### config.mk
export PLATFORM = sky130hd
export DESIGN_NAME = apb_requester
export DESIGN_NICKNAME = d
export VERILOG_FILES = /design/src/rtl/apb_pkg.sv /design/src/rtl/apb_addr_decoder.sv /design/src/rtl/apb_requester.sv
export SDC_FILE = /design/constraint.sdc
export NUM_CORES = 1
export LEC_CHECK = 0
export BUFFER_PORTS_ARGS = -buffer_cell sky130_fd_sc_hd__buf_2
export CAP_MARGIN = 15
export CELL_PAD_IN_SITES_DETAIL_PLACEMENT = 0
export CELL_PAD_IN_SITES_GLOBAL_PLACEMENT = 1
export CORE_UTILIZATION = 29
export DETAILED_ROUTE_END_ITERATION = 6
export PLACE_DENSITY_LB_ADDON = 0.1
export SYNTH_ARGS = -nofsm -noshare
export SYNTH_HDL_FRONTEND = slang
export SYNTH_HIERARCHICAL = 1
export SYNTH_SLANG_ARGS = --single-unit
export TNS_END_PERCENT = 100
### constraint.sdc
create_clock -name pclk -period 2.05 [get_ports pclk]
set_clock_uncertainty 0.1 [all_clocks]
set_input_delay 0.41 -clock pclk [delete_from_list [all_inputs] [get_ports pclk]]
set_output_delay 0.41 -clock pclk [all_outputs]
set_load 0.02 [all_outputs]
### src/rtl/apb_pkg.sv
// -----------------------------------------------------------------------------
// apb_pkg
//   Shared types and constants for the APB4 requester, its address decoder,
//   and any completer models or benches that interpret the response code.
//
//   apb_resp_e       : 2-bit response code returned on the response port
//   apb_req_state_e  : requester FSM state encoding
//   APB_RESP_*       : response-code constants for non-enum consumers
//   idx_width()      : width of a completer index for a given completer count
// -----------------------------------------------------------------------------
package apb_pkg;

  typedef enum logic [1:0] {
    OKAY    = 2'b00,
    SLVERR  = 2'b01,
    DECERR  = 2'b10,
    TIMEOUT = 2'b11
  } apb_resp_e;

  typedef enum logic [1:0] {
    IDLE   = 2'b00,
    SETUP  = 2'b01,
    ACCESS = 2'b10,
    RESP   = 2'b11
  } apb_req_state_e;

  localparam logic [1:0] APB_RESP_OKAY    = 2'b00;
  localparam logic [1:0] APB_RESP_SLVERR  = 2'b01;
  localparam logic [1:0] APB_RESP_DECERR  = 2'b10;
  localparam logic [1:0] APB_RESP_TIMEOUT = 2'b11;

  // A single completer still needs a 1-bit index so port widths stay legal.
  function automatic int unsigned idx_width(input int unsigned n);
    return (n > 1) ? $clog2(n) : 1;
  endfunction

endpackage

### src/rtl/apb_addr_decoder.sv
// -----------------------------------------------------------------------------
// apb_addr_decoder
//   Purely combinational decode of a byte address onto one of NUM_SLAVES
//   completers. Each completer owns a 2**SLAVE_ADDR_BITS byte window, so the
//   completer index is addr >> SLAVE_ADDR_BITS.
//
//   Ports:
//     addr    in  [ADDR_WIDTH]  byte address of the command
//     idx     out [IDX_W]       completer index (valid only when !dec_err)
//     sel     out [NUM_SLAVES]  one-hot select, all zero on decode error
//     dec_err out 1             index out of range or address not aligned
//                               to the data bus width
// -----------------------------------------------------------------------------
module apb_addr_decoder
  import apb_pkg::*;
#(
  parameter int unsigned ADDR_WIDTH      = 32,
  parameter int unsigned DATA_WIDTH      = 32,
  parameter int unsigned NUM_SLAVES      = 4,
  parameter int unsigned SLAVE_ADDR_BITS = 12
) (
  input  logic [ADDR_WIDTH-1:0]              addr,
  output logic [idx_width(NUM_SLAVES)-1:0]   idx,
  output logic [NUM_SLAVES-1:0]              sel,
  output logic                               dec_err
);

  localparam int unsigned IDX_W = idx_width(NUM_SLAVES);
  localparam int unsigned LSB_W = $clog2(DATA_WIDTH / 8);

  logic [ADDR_WIDTH-1:0] full_idx;
  logic                  out_of_range;
  logic                  misaligned;
  logic                  unused_offset;

  // The full shifted address is compared, so high address bits beyond the
  // last completer window are caught as out of range rather than aliased.
  assign full_idx     = addr >> SLAVE_ADDR_BITS;
  assign out_of_range = (full_idx >= ADDR_WIDTH'(NUM_SLAVES));
  assign idx          = full_idx[IDX_W-1:0];

  // An 8-bit bus has no alignment constraint.
  if (LSB_W > 0) begin : g_align
    assign misaligned = |addr[LSB_W-1:0];
  end else begin : g_no_align
    assign misaligned = 1'b0;
  end

  assign dec_err = out_of_range | misaligned;

  // The in-window offset is decoded by the completer, not here.
  assign unused_offset = ^addr[SLAVE_ADDR_BITS-1:0];

  always_comb begin
    // NOTE: default first so every path assigns sel and no latch is inferred.
    sel = '0;
    if (!dec_err) sel[idx] = 1'b1;
  end

endmodule

### src/rtl/apb_requester.sv
// -----------------------------------------------------------------------------
// apb_requester
//   APB4 requester. Accepts one read/write command at a time on a valid/ready
//   command port, decodes it to a completer, runs SETUP/ACCESS, and returns
//   read data plus a response code on a valid/ready response port.
//
//   Ports:
//     pclk, presetn          clock, asynchronous active-low reset
//     cmd_valid/cmd_ready    command handshake (ready only in IDLE)
//     cmd_write/addr/wdata/strb  command payload
//     rsp_valid/rsp_ready    response handshake
//     rsp_rdata, rsp_resp    read data (0 for writes/errors), response code
//     psel, penable, pwrite, paddr, pwdata, pstrb   APB requester outputs
//     prdata, pready, pslverr                       per-completer APB inputs
//
//   Build option: define APB_REQ_TIMEOUT_EN to abort an ACCESS phase that
//   lasts TIMEOUT_CYCLES cycles without pready, reporting TIMEOUT.
// -----------------------------------------------------------------------------
module apb_requester
  import apb_pkg::*;
#(
  parameter int unsigned ADDR_WIDTH      = 32,
  parameter int unsigned DATA_WIDTH      = 32,
  parameter int unsigned NUM_SLAVES      = 4,
  parameter int unsigned SLAVE_ADDR_BITS = 12,
  parameter int unsigned TIMEOUT_CYCLES  = 16
) (
  input  logic                             pclk,
  input  logic                             presetn,
  // command port
  input  logic                             cmd_valid,
  output logic                             cmd_ready,
  input  logic                             cmd_write,
  input  logic [ADDR_WIDTH-1:0]            cmd_addr,
  input  logic [DATA_WIDTH-1:0]            cmd_wdata,
  input  logic [DATA_WIDTH/8-1:0]          cmd_strb,
  // response port
  output logic                             rsp_valid,
  input  logic                             rsp_ready,
  output logic [DATA_WIDTH-1:0]            rsp_rdata,
  output logic [1:0]                       rsp_resp,
  // APB requester side
  output logic [NUM_SLAVES-1:0]            psel,
  output logic                             penable,
  output logic                             pwrite,
  output logic [ADDR_WIDTH-1:0]            paddr,
  output logic [DATA_WIDTH-1:0]            pwdata,
  output logic [DATA_WIDTH/8-1:0]          pstrb,
  input  logic [NUM_SLAVES*DATA_WIDTH-1:0] prdata,
  input  logic [NUM_SLAVES-1:0]            pready,
  input  logic [NUM_SLAVES-1:0]            pslverr
);

  localparam int unsigned IDX_W = idx_width(NUM_SLAVES);

  // Elaboration-time parameter sanity.
  if (!(DATA_WIDTH == 8 || DATA_WIDTH == 16 || DATA_WIDTH == 32 || DATA_WIDTH == 64))
  begin : g_bad_data_width
    $error("apb_requester: DATA_WIDTH must be 8, 16, 32 or 64");
  end
  if (NUM_SLAVES < 1 || TIMEOUT_CYCLES < 1) begin : g_bad_counts
    $error("apb_requester: NUM_SLAVES and TIMEOUT_CYCLES must be at least 1");
  end

  // ---------------------------------------------------------------------------
  // Address decode
  // ---------------------------------------------------------------------------
  logic [IDX_W-1:0]      dec_idx;
  logic [NUM_SLAVES-1:0] dec_sel;
  logic                  dec_err;

  apb_addr_decoder #(
    .ADDR_WIDTH      (ADDR_WIDTH),
    .DATA_WIDTH      (DATA_WIDTH),
    .NUM_SLAVES      (NUM_SLAVES),
    .SLAVE_ADDR_BITS (SLAVE_ADDR_BITS)
  ) u_addr_decoder (
    .addr    (cmd_addr),
    .idx     (dec_idx),
    .sel     (dec_sel),
    .dec_err (dec_err)
  );

  // ---------------------------------------------------------------------------
  // State and the selected completer's return signals
  // ---------------------------------------------------------------------------
  apb_req_state_e        state;
  logic [IDX_W-1:0]      idx_q;
  logic                  sel_ready;
  logic                  sel_slverr;
  logic [DATA_WIDTH-1:0] sel_rdata;

  // Only the addressed completer's return path is ever looked at.
  assign sel_ready  = pready[idx_q];
  assign sel_slverr = pslverr[idx_q];
  assign sel_rdata  = prdata[idx_q*DATA_WIDTH +: DATA_WIDTH];

  assign cmd_ready = (state == IDLE);

`ifdef APB_REQ_TIMEOUT_EN
  localparam int unsigned CNT_W = (TIMEOUT_CYCLES > 1) ? $clog2(TIMEOUT_CYCLES) : 1;
  localparam logic [CNT_W-1:0] CNT_LAST = CNT_W'(TIMEOUT_CYCLES - 1);
  logic [CNT_W-1:0] access_cnt;
`endif

  // ---------------------------------------------------------------------------
  // FSM with registered outputs
  // ---------------------------------------------------------------------------
  always_ff @(posedge pclk or negedge presetn) begin
    if (!presetn) begin
      // NOTE: the payload registers are reset as well; every output is
      // defined as 0 in reset, not just the control bits.
      state     <= IDLE;
      idx_q     <= '0;
      psel      <= '0;
      penable   <= 1'b0;
      pwrite    <= 1'b0;
      paddr     <= '0;
      pwdata    <= '0;
      pstrb     <= '0;
      rsp_valid <= 1'b0;
      rsp_rdata <= '0;
      rsp_resp  <= OKAY;
`ifdef APB_REQ_TIMEOUT_EN
      access_cnt <= '0;
`endif
    end else begin
      // NOTE: non-blocking assignments throughout, so every decision below
      // sees the values from before this clock edge.
      case (state)
        IDLE: begin
          if (cmd_valid) begin
            if (dec_err) begin
              // Bad address: answer immediately, never touch the APB bus.
              state     <= RESP;
              rsp_valid <= 1'b1;
              rsp_resp  <= DECERR;
              rsp_rdata <= '0;
            end else begin
              state  <= SETUP;
              idx_q  <= dec_idx;
              psel   <= dec_sel;
              pwrite <= cmd_write;
              paddr  <= cmd_addr;
              pwdata <= cmd_write ? cmd_wdata : '0;
              pstrb  <= cmd_write ? cmd_strb  : '0;
            end
          end
        end

        SETUP: begin
          state   <= ACCESS;
          penable <= 1'b1;
`ifdef APB_REQ_TIMEOUT_EN
          access_cnt <= '0;
`endif
        end

        ACCESS: begin
          if (sel_ready) begin
            state     <= RESP;
            psel      <= '0;
            penable   <= 1'b0;
            rsp_valid <= 1'b1;
            rsp_resp  <= sel_slverr ? SLVERR : OKAY;
            rsp_rdata <= (!pwrite && !sel_slverr) ? sel_rdata : '0;
          end
`ifdef APB_REQ_TIMEOUT_EN
          // pready on the last permitted cycle is handled above and wins.
          else if (access_cnt == CNT_LAST) begin
            state     <= RESP;
            psel      <= '0;
            penable   <= 1'b0;
            rsp_valid <= 1'b1;
            rsp_resp  <= TIMEOUT;
            rsp_rdata <= '0;
          end else begin
            access_cnt <= access_cnt + 1'b1;
          end
`endif
        end

        RESP: begin
          // rsp_rdata/rsp_resp are untouched here, so they hold while stalled.
          if (rsp_ready) begin
            state     <= IDLE;
            rsp_valid <= 1'b0;
          end
        end

        default: state <= IDLE;
      endcase
    end
  end

endmodule

==> After elaboration in Yosys (flattened, before gate mapping) <==
Cells that the tools add are included.
{ "op_classes": {"n_lt_le_gt_ge": 4, "n_shift": 1, "bitwise": 2, "n_eq_ne": 8, "reduce_logical": 15, "muxes": 34} }
{ "ops": {"columns": ["cell", "count"], "rows": [
  ["$mux 32", 5],
  ["$shiftx 128x8->32", 1],
  ["$pmux 32 s2", 1],
  ["$ge 20x3->1 const B", 1],
  ["$mux 4", 4],
  ["$mux 2", 7],
  ["$mux 1", 9],
  ["$ne 2x2->1 const B", 4],
  ["$pmux 2 s4", 1],
  ["$pmux 4 s2", 1],
  ["$reduce_and 4->1", 2],
  ["$lt 2x3->1 const B", 2],
  ["$reduce_and 3->1", 2],
  ["$reduce_and 5->1", 1],
  ["$bmux 1 s2", 2],
  ["$eq 2x2->1 const B", 2],
  ["$pmux 2 s2", 1],
  ["$reduce_bool 2->1", 2],
  ["$pmux 1 s3", 1],
  ["$reduce_bool 3->1", 1],
  ["$demux 1 s2", 1],
  ["$eq 2x1->1 const B", 1],
  ["$ge 2x1->1 const B", 1],
  ["$logic_and 1x1->1", 2],
  ["other kinds (8)", 9]
]} }
{ "word_totals": {"reg_bits": 113, "word_cells": 75} }

==> Depth between registers and ports, before layout <==
Gate-level depths: netlist of the first run.
{ "depth": {"depth_word": 7, "mapped_depth": 8} }

==> Hierarchy <==
Netlist of the first run, hierarchy kept.
{ "modules_own_cells": {"columns": ["mod", "n_inst", "cells_per_inst", "area_per_inst_um2", "seq_area_each_um2"], "rows": [
  ["apb_requester", 1, 398, 5231.3, 2827.7],
  ["apb_addr_decoder", 1, 15, 103.8, 0.0]
]} }

==> Worst setup path before layout of the first run <==
No wires, ideal clock.
{ "synth_timing": {"kind": "input to register", "from": "input cmd_addr[26]", "to": "register paddr[26]", "stages": 6, "path_buffers": 2, "arrival_time_ps": 2172, "t_required_ps": 1825, "slack_ps": -346, "setup_time_ps": 125, "path_cell_list": "or4_4 -> or2_1 -> nand3b_1 -> clkbuf_1 -> buf_1 -> mux2_2"} }
{ "synth_between": {"elab_chain_len": 4} }
{ "synth_lines": {"columns": ["element", "line_no", "rtl"], "rows": [
  ["start: declaration", "apb_requester.sv:34", "input logic [ADDR_WIDTH-1:0] cmd_addr,"],
  ["$ge 20x3->1", "apb_addr_decoder.sv:39", "assign out_of_range = (full_idx >= ADDR_WIDTH'(NUM_SLAVES));"],
  ["$or 1x1->1", "apb_addr_decoder.sv:49", "assign dec_err = out_of_range | misaligned;"],
  ["via dec_err", "apb_requester.sv:70", "logic dec_err;"],
  ["$not 1->1 (no line)", null, null],
  ["$reduce_and 3->1 (no line)", null, null],
  ["end signal: assignment", "apb_requester.sv:144", "paddr <= cmd_addr;"],
  ["end: declaration", "apb_requester.sv:46", "output logic [ADDR_WIDTH-1:0] paddr,"]
]} }
The timed path passes the listed nets, and every way through them passes these cells.
A chain may end at the register's enable or synchronous reset.

==> Final worst setup path of the first run <==
{ "layout_timing": {"from": "input cmd_addr[18]", "to": "register paddr[16]"} }
The elaborated chain is that of the path after synthesis.

==> impl_metrics.yaml, run 1 <==
run_status:
  status: "complete, but fails checks"
  violations: "setup timing"
routing:
  drt_iter0_drc: 156
  drc: 0
  dr_total_vias: 4615
  post_drt_via_cell_ratio: 4.66
  wl_um: 16500
  dr.pass1.iters: 4
  wl_per_cell_um: 16.7
  ant_nets: 0
sta:
  max_freq_mhz: 481
  finalHoldViolations: 0
  min_period_ns: 2.08
  whs_ns: 0.129
  slew_headroom: 0.564
  finalSetupViolations: 7
  setup_tns_ns: -0.109
  finalCritPeriodShare: 1.01
  postLayoutSetupSlackWorst_ns: -0.0293
  maxSlewViolCount: 0
  worst_pin_slew_ns: 0.655
  grt_setup_unrepaired: "yes"
floorplan:
  die_h_um: 138
  die_w_um: 138
  io_pins: 319
  std_cell_rows: 49
  dieArea_mm2: 0.0189
  core_mm2: 0.0180
  start_util: 0.296
placed_design:
  dpl-instance-area_mm2: 0.00730
  place_congestion: 0.768
  place_hpwl_um: 12600
  io_buffers: 318
  dp_slack_ns: -0.430
  dp.cells: 951
worst_setup_path:
  critPathSlowestCell: "or2_4"
  criticalPathCategory: "in2reg"
  crit_chain: "buf_2 -> nor4_4 -> nand4_1 -> or2_4 -> nand3b_1 -> buf_6 -> clkbuf_16 -> mux2_4"
  critPathMaxFanout: 6
  cp_slowest_stage_delay_ns: 0.31
  end_kind: "flop"
  crit_required_ns: 2.25
  critPathLaunchType: "input port"
  crit_arrival_ns: 2.28
synth:
  synth-seq-cells: 113
  synth_edf_count: 0
  synth_fp_nets: 627
  ys_types: 34
  async_flop_share: 1.00
  synth.cell_area_mm2: 0.00534
  synth_seq_area_share: 0.530
  yosys-top-cells-count: "113 x dfrtp_1, 75 x nand2_1, 36 x mux2_2, 36 x o21ai_0, 34 x mux4_2"
  syn_area_per_cell_um2: 12.9
  synth_most_common_cell: "dfrtp_1"
  synthTopCellsByArea: "dfrtp_1 53%, mux4_2 14%, mux2_2 7.6%"
  ys_warn_count: 6
  yosysTopAreaCell: "dfrtp_1"
  yosysTopAreaCellShare: 0.530
  syn-instance-count: 413
  synth_flop_cell: "dfrtp_1"
power_and_ir_drop:
  leakage_nw: 4.34
  p_int_mw: 5.53
  p_seq_frac: 0.342
  finalPower_mw: 8.04
  pwr-share-clk: 0.376
  sw_frac_of_total: 0.312
  p_comb_frac: 0.282
  switchingPower_mw: 2.51
  irDropWorstVdd_uv: 512
  powerDensity_mw_per_mm2: 988
cells_and_area:
  fin_cells: 991
  utilization: 0.451
  area_growth_pct: 52.5
  fin_nets: 962
  drive_above_1_share: 0.610
  stdcell_area_mm2: 0.00813
hold_path:
  hold_path.class: "in2reg"
grt:
  track_usage: 0.173
  grt_pass1_vias: 4739
  grt_max_degree: 92
  antenna_found_initial: 1
  grt_pass1_wl_um: 24300
  grt_overflow: 0
run:
  drv_cap: 0
cts:
  cts_tree: "built"
  clk_path_buf_depth: 2
  clk_root_buffer_cell: "clkbuf_16"
  numCtsBuffers: 17
  clkTransAtPathRegs_ns: 0.06
  cts_sinks: 113
  clock_latency_ns: 0.40
  cts.htree.levels: 4
what timing repair did:
action / 4_1_cts / 5_1_grt
hold buffers: 1 / 0
resized for setup: 0 / 28
endpoints found under the setup margin: 0 / 85
hold endpoints to repair: 27 / 0
setup buffers: 0 / 2
logic make-up after synthesis:
group | count (synthesis) | share of synthesized area
flops | 113 | 0.530
simple gates | 92 | 0.0755
mux | 78 | 0.235
buf+inv | 45 | 0.0417
fa+ha+maj | 5 | 0.0117
compound gates | 80 | 0.106
flip-flops by register name, summed over array words and instances, names as in the netlist, 2 cells and up:
signal	flops
paddr	32
state	2
pstrb	4
psel	4
pwdata	32
idx_q	2
rsp_rdata	32
rsp_resp	2
final timing paths:
| check | cells after the start | slack, ns | startpoint | to |
|---|---|---|---|---|
| max | 8 | -0.03 | cmd_addr[18] | paddr[16]$_DFFE_PN0P_ |
| min | 2 | 0.13 | cmd_addr[26] | paddr[26]$_DFFE_PN0P_ |
| max reg2reg | 4 | 0.10 | idx_q[0]$_DFFE_PN0P_ | rsp_rdata[12]$_DFFE_PN0P_ |
| min reg2reg | 2 | 0.38 | pwdata[5]$_DFFE_PN0P_ | pwdata[5]$_DFFE_PN0P_ |
| max in group asynchronous | 3 | 0.84 | presetn | paddr[25]$_DFFE_PN0P_ |
| min in group asynchronous | 2 | 0.37 | presetn | pwdata[22]$_DFFE_PN0P_ |
power by group through the flow:
stage                     clock, mW  sequential, mW  combinational, mW
after CTS                      3.10            2.75               2.29
after detailed placement          0            2.76               2.30
final                          3.02            2.75               2.27
after floorplan                   0            3.15              0.941
after global placement            0            2.79               2.24
after global routing           3.21            2.80               2.46
placed cells by master (no fill, tap or decap), drive strengths merged, types with 6 or more instances in the layout:
| cell type | n |
|---|---|
| buf | 346 |
| clkinv | 7 |
| dfrtp | 113 |
| inv | 12 |
| nand2 | 75 |
| mux2 | 36 |
| clkbuf | 22 |
| o21ai | 36 |
| mux2i | 8 |
| mux4 | 34 |
| nor4 | 6 |
| a22o | 33 |
per-layer routing:
layer / part of all wire / global-route usage / routed length, um
met5: 0 / 0 / 0
met4: 0.022 / 0.0794 / 369
met3: 0.082 / 0.0563 / 1350
met2: 0.51 / 0.298 / 8440
met1: 0.38 / 0.193 / 6350
layout make-up:
| cell class | count | area, um2 |
|---|---|---|
| antenna | 1 | 2.50 |
| clock buffer | 19 | 453 |
| clock inverter | 13 | 160 |
| fill | 1769 | 9890 |
| inverter | 11 | 41.3 |
| multi-input combinational | 255 | 2360 |
| sequential | 113 | 2830 |
| tap | 229 | 287 |
| timing repair buffer | 350 | 2000 |
worst max-delay path: cells and delay by family:
| kind | cells | cell delay (ns) |
|---|---|---|
| and+or+nand+nor | 4 | 1.07 |
| buffers and inverters | 3 | 0.50 |
| muxes | 1 | 0.29 |
No activity file was read; power rests on OpenSTA's default activity.
==> run 2: changes to the inputs <==
- CORE_MARGIN: default -> 2
- SETUP_SLACK_MARGIN: default -> 0.4
==> run 2 against run 1 <==
The run now ends clean. Final area grew 9.1%. Routed wire length is 11% higher. Power up 4.4%. Hold slack better by 0.0044 ns. Critical path type unchanged.
==> impl_metrics.yaml, run 2 (same netlist as run 1, synthesis figures left out) <==
sta:
  grt_setup_unrepaired: "yes"
  setup_tns_ns: 0
  maxSlewViolCount: 0
  slew_headroom: 0.522
  max_freq_mhz: 496
  finalHoldViolations: 0
  min_period_ns: 2.02
  worst_pin_slew_ns: 0.717
  finalSetupViolations: 0
  finalCritPeriodShare: 0.983
power_and_ir_drop:
  leakage_nw: 4.65
  sw_frac_of_total: 0.313
  irDropWorstVdd_uv: 534
  powerDensity_mw_per_mm2: 945
  p_comb_frac: 0.323
  pwr-share-clk: 0.348
  switchingPower_mw: 2.62
  p_int_mw: 5.77
  p_seq_frac: 0.330
cells_and_area:
  utilization: 0.492
  seqCellArea_mm2: 0.00283
  drive_above_1_share: 0.691
  fin_nets: 986
  final_common_cell: "buf_2"
  multiInputGateArea_mm2: 0.00264
  area_growth_pct: 66.3
  layout_common_cells: "313 x buf_2, 112 x dfrtp_1, 53 x nand2_1"
  reg.largest.list: "paddr (32), pwdata (32), rsp_rdata (32)"
  nFillCells: 1679
floorplan:
  die_w_um: 140
  std_cell_rows: 49
  core_mm2: 0.0180
  dieArea_mm2: 0.0195
  die_h_um: 140
  start_util: 0.296
  io_pins: 319
cts:
  cts.htree.levels: 4
  numCtsBuffers: 17
  clkTransAtPathRegs_ns: 0.06
  cts_tree: "built"
  clock_latency_ns: 0.40
  clk_path_buf_depth: 2
  cts_sinks: 113
  clk_root_buffer_cell: "clkbuf_16"
worst_setup_path:
  regToRegSetupSlack_ns: 0.04
  reg2reg_to: "rsp_resp[1]$_DFFE_PN0P_"
  criticalPathCategory: "in2reg"
  crit_required_ns: 2.29
  r2r_start: "idx_q[0]$_DFFE_PN0P_"
  critPathLaunchType: "input port"
  end_kind: "flop"
  critPathMaxFanout: 8
  crit_arrival_ns: 2.25
  rr_worst_depth: 5
grt:
  grt_pass1_vias: 5342
  track_usage: 0.186
  grt_max_degree: 47
  grt_pass1_wl_um: 28400
  antenna_found_initial: 1
  grt_overflow: 0
routing:
  dr_total_vias: 4881
  ant_nets: 0
  drc: 0
  drt_iter0_drc: 123
  wl_per_cell_um: 18.0
  dr.pass1.iters: 4
  wl_um: 18200
  post_drt_via_cell_ratio: 4.81
hold_path:
  hold_path.startpoint: "cmd_addr[11]"
  min_delay_worst_endpoint: "paddr[11]$_DFFE_PN0P_"
  hold_depth: 2
  hold_path.class: "in2reg"
run:
  drv_cap: 0
run_status:
  status: "finished clean"
placed_design:
  place_congestion: 0.834
  place_hpwl_um: 13200
  io_buffers: 318
[run 2: cell count changes in the layout (fill, tap and decap cells not counted), moves of 6 or more]
cell / change
o21ai_0: -16
o21ai_2: +28
o21ai_1: -14
buf_16: +12
buf_6: +6
nand2_1: -22
nand2_4: +15
nand2_2: +7
[run 2: power by group through the flow]
stage               Combinational [mW]  Clock, mW  Sequential [mW]
finish                            2.71       2.92             2.77
floorplan                        0.950          0             3.15
CTS                               2.45       3.00             2.77
detailed placement                2.28          0             2.79
global placement                  2.25          0             2.79
global route                      2.92       3.13             2.81
[run 2: per-layer routing]
layer / global-route usage / wire, um / vias up
met2: 0.343 / 9820 / 212
met1: 0.207 / 6880 / 2402
met5: 0 / 0 / -
met3: 0.0489 / 1200 / 24
li1: - / - / 2243
met4: 0.0668 / 342 / 0
[run 2: repair_timing]
action | in CTS | in global routing
pin swaps | 40 | 12
hold buffers | 1 | 0
gates resized for setup | 104 | 32
setup buffers | 12 | 3
endpoints found under the hold margin | 22 | 0
gates cloned | 10 | 4
setup endpoints to repair | 113 | 114
[run 2: how the worst max path moves through the flow]
stage / from / to
floorplan: cmd_addr[26] / paddr[26]$_DFFE_PN0P_
global placement: cmd_addr[22] / pwdata[1]$_DFFE_PN0P_
detailed placement: cmd_addr[22] / pwdata[4]$_DFFE_PN0P_
CTS: idx_q[0]$_DFFE_PN0P_ / rsp_rdata[7]$_DFFE_PN0P_
global route: cmd_addr[26] / psel[1]$_DFFE_PN0P_
finish: cmd_addr[26] / pwdata[19]$_DFFE_PN0P_
[run 2: area by class of cell]
class | instances | area share
clock buffer | 22 | 0.0546
antenna | 1 | 0.000282
sequential | 113 | 0.319
inverter | 11 | 0.00465
timing repair buffer | 374 | 0.280
tap | 229 | 0.0323
multi-input combinational | 255 | 0.298
clock inverter | 9 | 0.0120
[run 2: through the flow]
| stage | hold WS, ns | power [mW] | setup slack, ns | cells | area (um2) |
|---|---|---|---|---|---|
| after floorplan | 0.0144 | 4.10 | -0.174 | 413 | 5410 |
| after global placement | 0.260 | 5.04 | -0.460 | 952 | 7320 |
| after detailed placement | 0.265 | 5.07 | -0.479 | 952 | 7320 |
| after CTS | 0.109 | 8.21 | 0.0698 | 1006 | 8620 |
| after global routing | 0.109 | 8.85 | -0.0136 | 1014 | 8870 |
| final | 0.133 | 8.39 | 0.0338 | 1014 | 8870 |
[run 2: critical path, cell delays in order]
cell	delay (ns)
buf_6	0.09
or4_4	0.54
or2_4	0.27
nand3b_1	0.21
buf_6	0.17
buf_12	0.15
buf_12	0.14
buf_16	0.14
o21ai_1	0.12
==> run 3: changes to the inputs <==
- ABC_AREA: default -> 1
- CORE_UTILIZATION: 29 -> 27
- SYNTH_HIERARCHICAL: 1 -> default
==> run 3 against run 2 <==
Core utilization decreased by 4.4 points. Register-to-register slack improved by 0.12 ns. Final cell count increased by 29%. Sequential power about the same. Routed wire length increased by 25%. Final area decreased by 0.99%. Combinational power increased by 52%. Synthesized area increased by 1.8%. Largest cell class unchanged.
==> impl_metrics.yaml, run 3 <==
run_status:
  status: "finished clean"
floorplan:
  std_cell_rows: 51
  dieArea_mm2: 0.0213
  io_pins: 319
  die_w_um: 146
  core_mm2: 0.0196
  start_util: 0.277
  die_h_um: 146
power_and_ir_drop:
  p_int_mw: 5.18
  switchingPower_mw: 3.41
  sw_frac_of_total: 0.397
  leakage_nw: 4.67
  p_seq_frac: 0.322
  p_comb_frac: 0.478
  pwr-share-clk: 0.200
  powerDensity_mw_per_mm2: 978
  irDropWorstVdd_uv: 777
routing:
  drt_iter0_drc: 270
  drc: 0
  post_drt_via_cell_ratio: 4.62
  ant_nets: 0
  dr.pass1.iters: 4
  wl_um: 22700
  wl_per_cell_um: 17.3
  dr_total_vias: 6069
sta:
  slew_headroom: 0.689
  setup_tns_ns: 0
  finalCritPeriodShare: 0.922
  min_period_ns: 1.89
  worst_pin_slew_ns: 0.467
  finalSetupViolations: 0
  maxSlewViolCount: 0
  whs_ns: 0.133
  max_freq_mhz: 529
  grt_setup_unrepaired: "yes"
  finalHoldViolations: 0
cells_and_area:
  fin_nets: 1255
  reg.largest.list: "paddr (32), pwdata (32), rsp_rdata (32)"
  area_growth_pct: 61.8
  layout_common_cells: "315 x buf_2, 136 x nand2_1, 109 x dfrtp_1"
  drive_above_1_share: 0.453
  final_common_cell: "buf_2"
synth:
  synth.cell_area_mm2: 0.00543
  ys_warn_count: 0
  ys_types: 24
  synth-seq-cells: 111
  synth_most_common_cell: "nand2_1"
  synth_edf_count: 0
  yosysTopAreaCellShare: 0.512
  syn-instance-count: 695
  syn_area_per_cell_um2: 7.81
  synth_flop_cell: "dfrtp_1"
  async_flop_share: 1.00
  yosys-top-cells-count: "166 x nand2_1, 111 x dfrtp_1, 98 x nor2_1"
  synth_seq_area_share: 0.512
  synthTopCellsByArea: "dfrtp_1 51%, nand2_1 11%, o21ai_0 7.6%"
  yosysTopAreaCell: "dfrtp_1"
  synth_fp_nets: 908
cts:
  cts_sinks: 111
  clk_root_buffer_cell: "clkbuf_16"
  clock_latency_ns: 0.36
  numCtsBuffers: 9
  cts_tree: "built"
  clkTransAtPathRegs_ns: 0.08
  cts.htree.levels: 3
  clk_path_buf_depth: 2
placed_design:
  place_congestion: 0.782
  io_buffers: 318
  place_hpwl_um: 14600
worst_setup_path:
  critPathLaunchType: "flop"
  crit_arrival_ns: 2.03
  criticalPathCategory: "reg2reg"
  critPathMaxFanout: 7
  crit_required_ns: 2.19
  end_kind: "flop"
grt:
  antenna_found_initial: 4
  grt_overflow: 0
  grt_max_degree: 77
  grt_pass1_wl_um: 32600
  grt_pass1_vias: 5818
  track_usage: 0.196
hold_path:
  hold_path.class: "in2reg"
run:
  drv_cap: 0
## run 3: repair_timing
item                                    in CTS  in global routing
resized for setup                           23                 88
hold buffers                                 1                  0
gates cloned                                 5                 14
buffers inserted                            17                 10
pin swaps                                    4                 19
endpoints found under the setup margin      75                105
endpoints found under the hold margin       25                  0
## run 3: cell families after synthesis
kind of cell,synth area share
AO/OA/AOI/OAI,0.177
AND/OR/NAND/NOR,0.234
flip-flops,0.512
buffers and inverters,0.0680
adder cells (fa/ha/maj),0.00922
## run 3: critical path, cell delays in order (launching register included)
cell and delay (ns):
dfrtp_1 0.39, inv_2 0.11, ha_4 0.16, nor2_1 0.05, or2_4 0.26, a21oi_4 0.22, nand2_8 0.15, clkbuf_16 0.22
nand2_4 0.06, o21ai_2 0.04
## run 3: cell type report
cell class | instances | area [um2]
antenna | 1 | 2.50
clock buffer | 9 | 225
clock inverter | 7 | 55.1
fill | 2030 | 10800
inverter | 34 | 139
multi-input combinational | 500 | 2610
sequential | 111 | 2780
tap | 265 | 332
timing repair buffer | 386 | 2650
## run 3: worst paths after layout
check | startpoint | to | slack, ns | depth (start not counted)
worst max-delay path | state[0]$_DFFE_PN0P_ | rsp_resp[1]$_DFFE_PN0P_ | 0.16 | 9
worst min-delay path | cmd_addr[7] | paddr[7]$_DFFE_PN0P_ | 0.13 | 3
worst max register to register | state[0]$_DFFE_PN0P_ | rsp_resp[1]$_DFFE_PN0P_ | 0.16 | 9
worst min register to register | paddr[5]$_DFFE_PN0P_ | paddr[5]$_DFFE_PN0P_ | 0.38 | 2
max in group asynchronous | presetn | paddr[13]$_DFFE_PN0P_ | 0.86 | 3
min in group asynchronous | presetn | rsp_rdata[27]$_DFFE_PN0P_ | 0.44 | 2
## run 3: routing by layer
layer | track usage | vias up | wire, um
li1 | - | 2993 | -
met5 | 0 | - | 9
met4 | 0.0696 | 2 | 513
met3 | 0.0508 | 29 | 1550
met1 | 0.243 | 2820 | 9590
met2 | 0.330 | 225 | 11100
## run 3: power groups by stage
stage	combinational [mW]	sequential, mW	clock (mW)
after global routing	4.39	2.81	1.87
final	4.11	2.77	1.72
after detailed placement	2.53	2.74	0
after global placement	2.53	2.74	0
after CTS	2.94	2.70	1.77
after floorplan	1.17	3.12	0
## run 3: per-stage QoR
step | total power, mW | cells | util | cell area [um2] | setup slack (ns)
3_3_place_gp | 5.27 | 1249 | 0.381 | 7450 | 0.148
4_1_cts | 7.41 | 1288 | 0.414 | 8110 | 0.215
6_report | 8.59 | 1313 | 0.448 | 8790 | 0.160
2_1_floorplan | 4.29 | 695 | - | 5450 | 0.279
5_1_grt | 9.07 | 1313 | 0.448 | 8790 | 0.0819
3_5_place_dp | 5.27 | 1249 | 0.381 | 7450 | 0.120
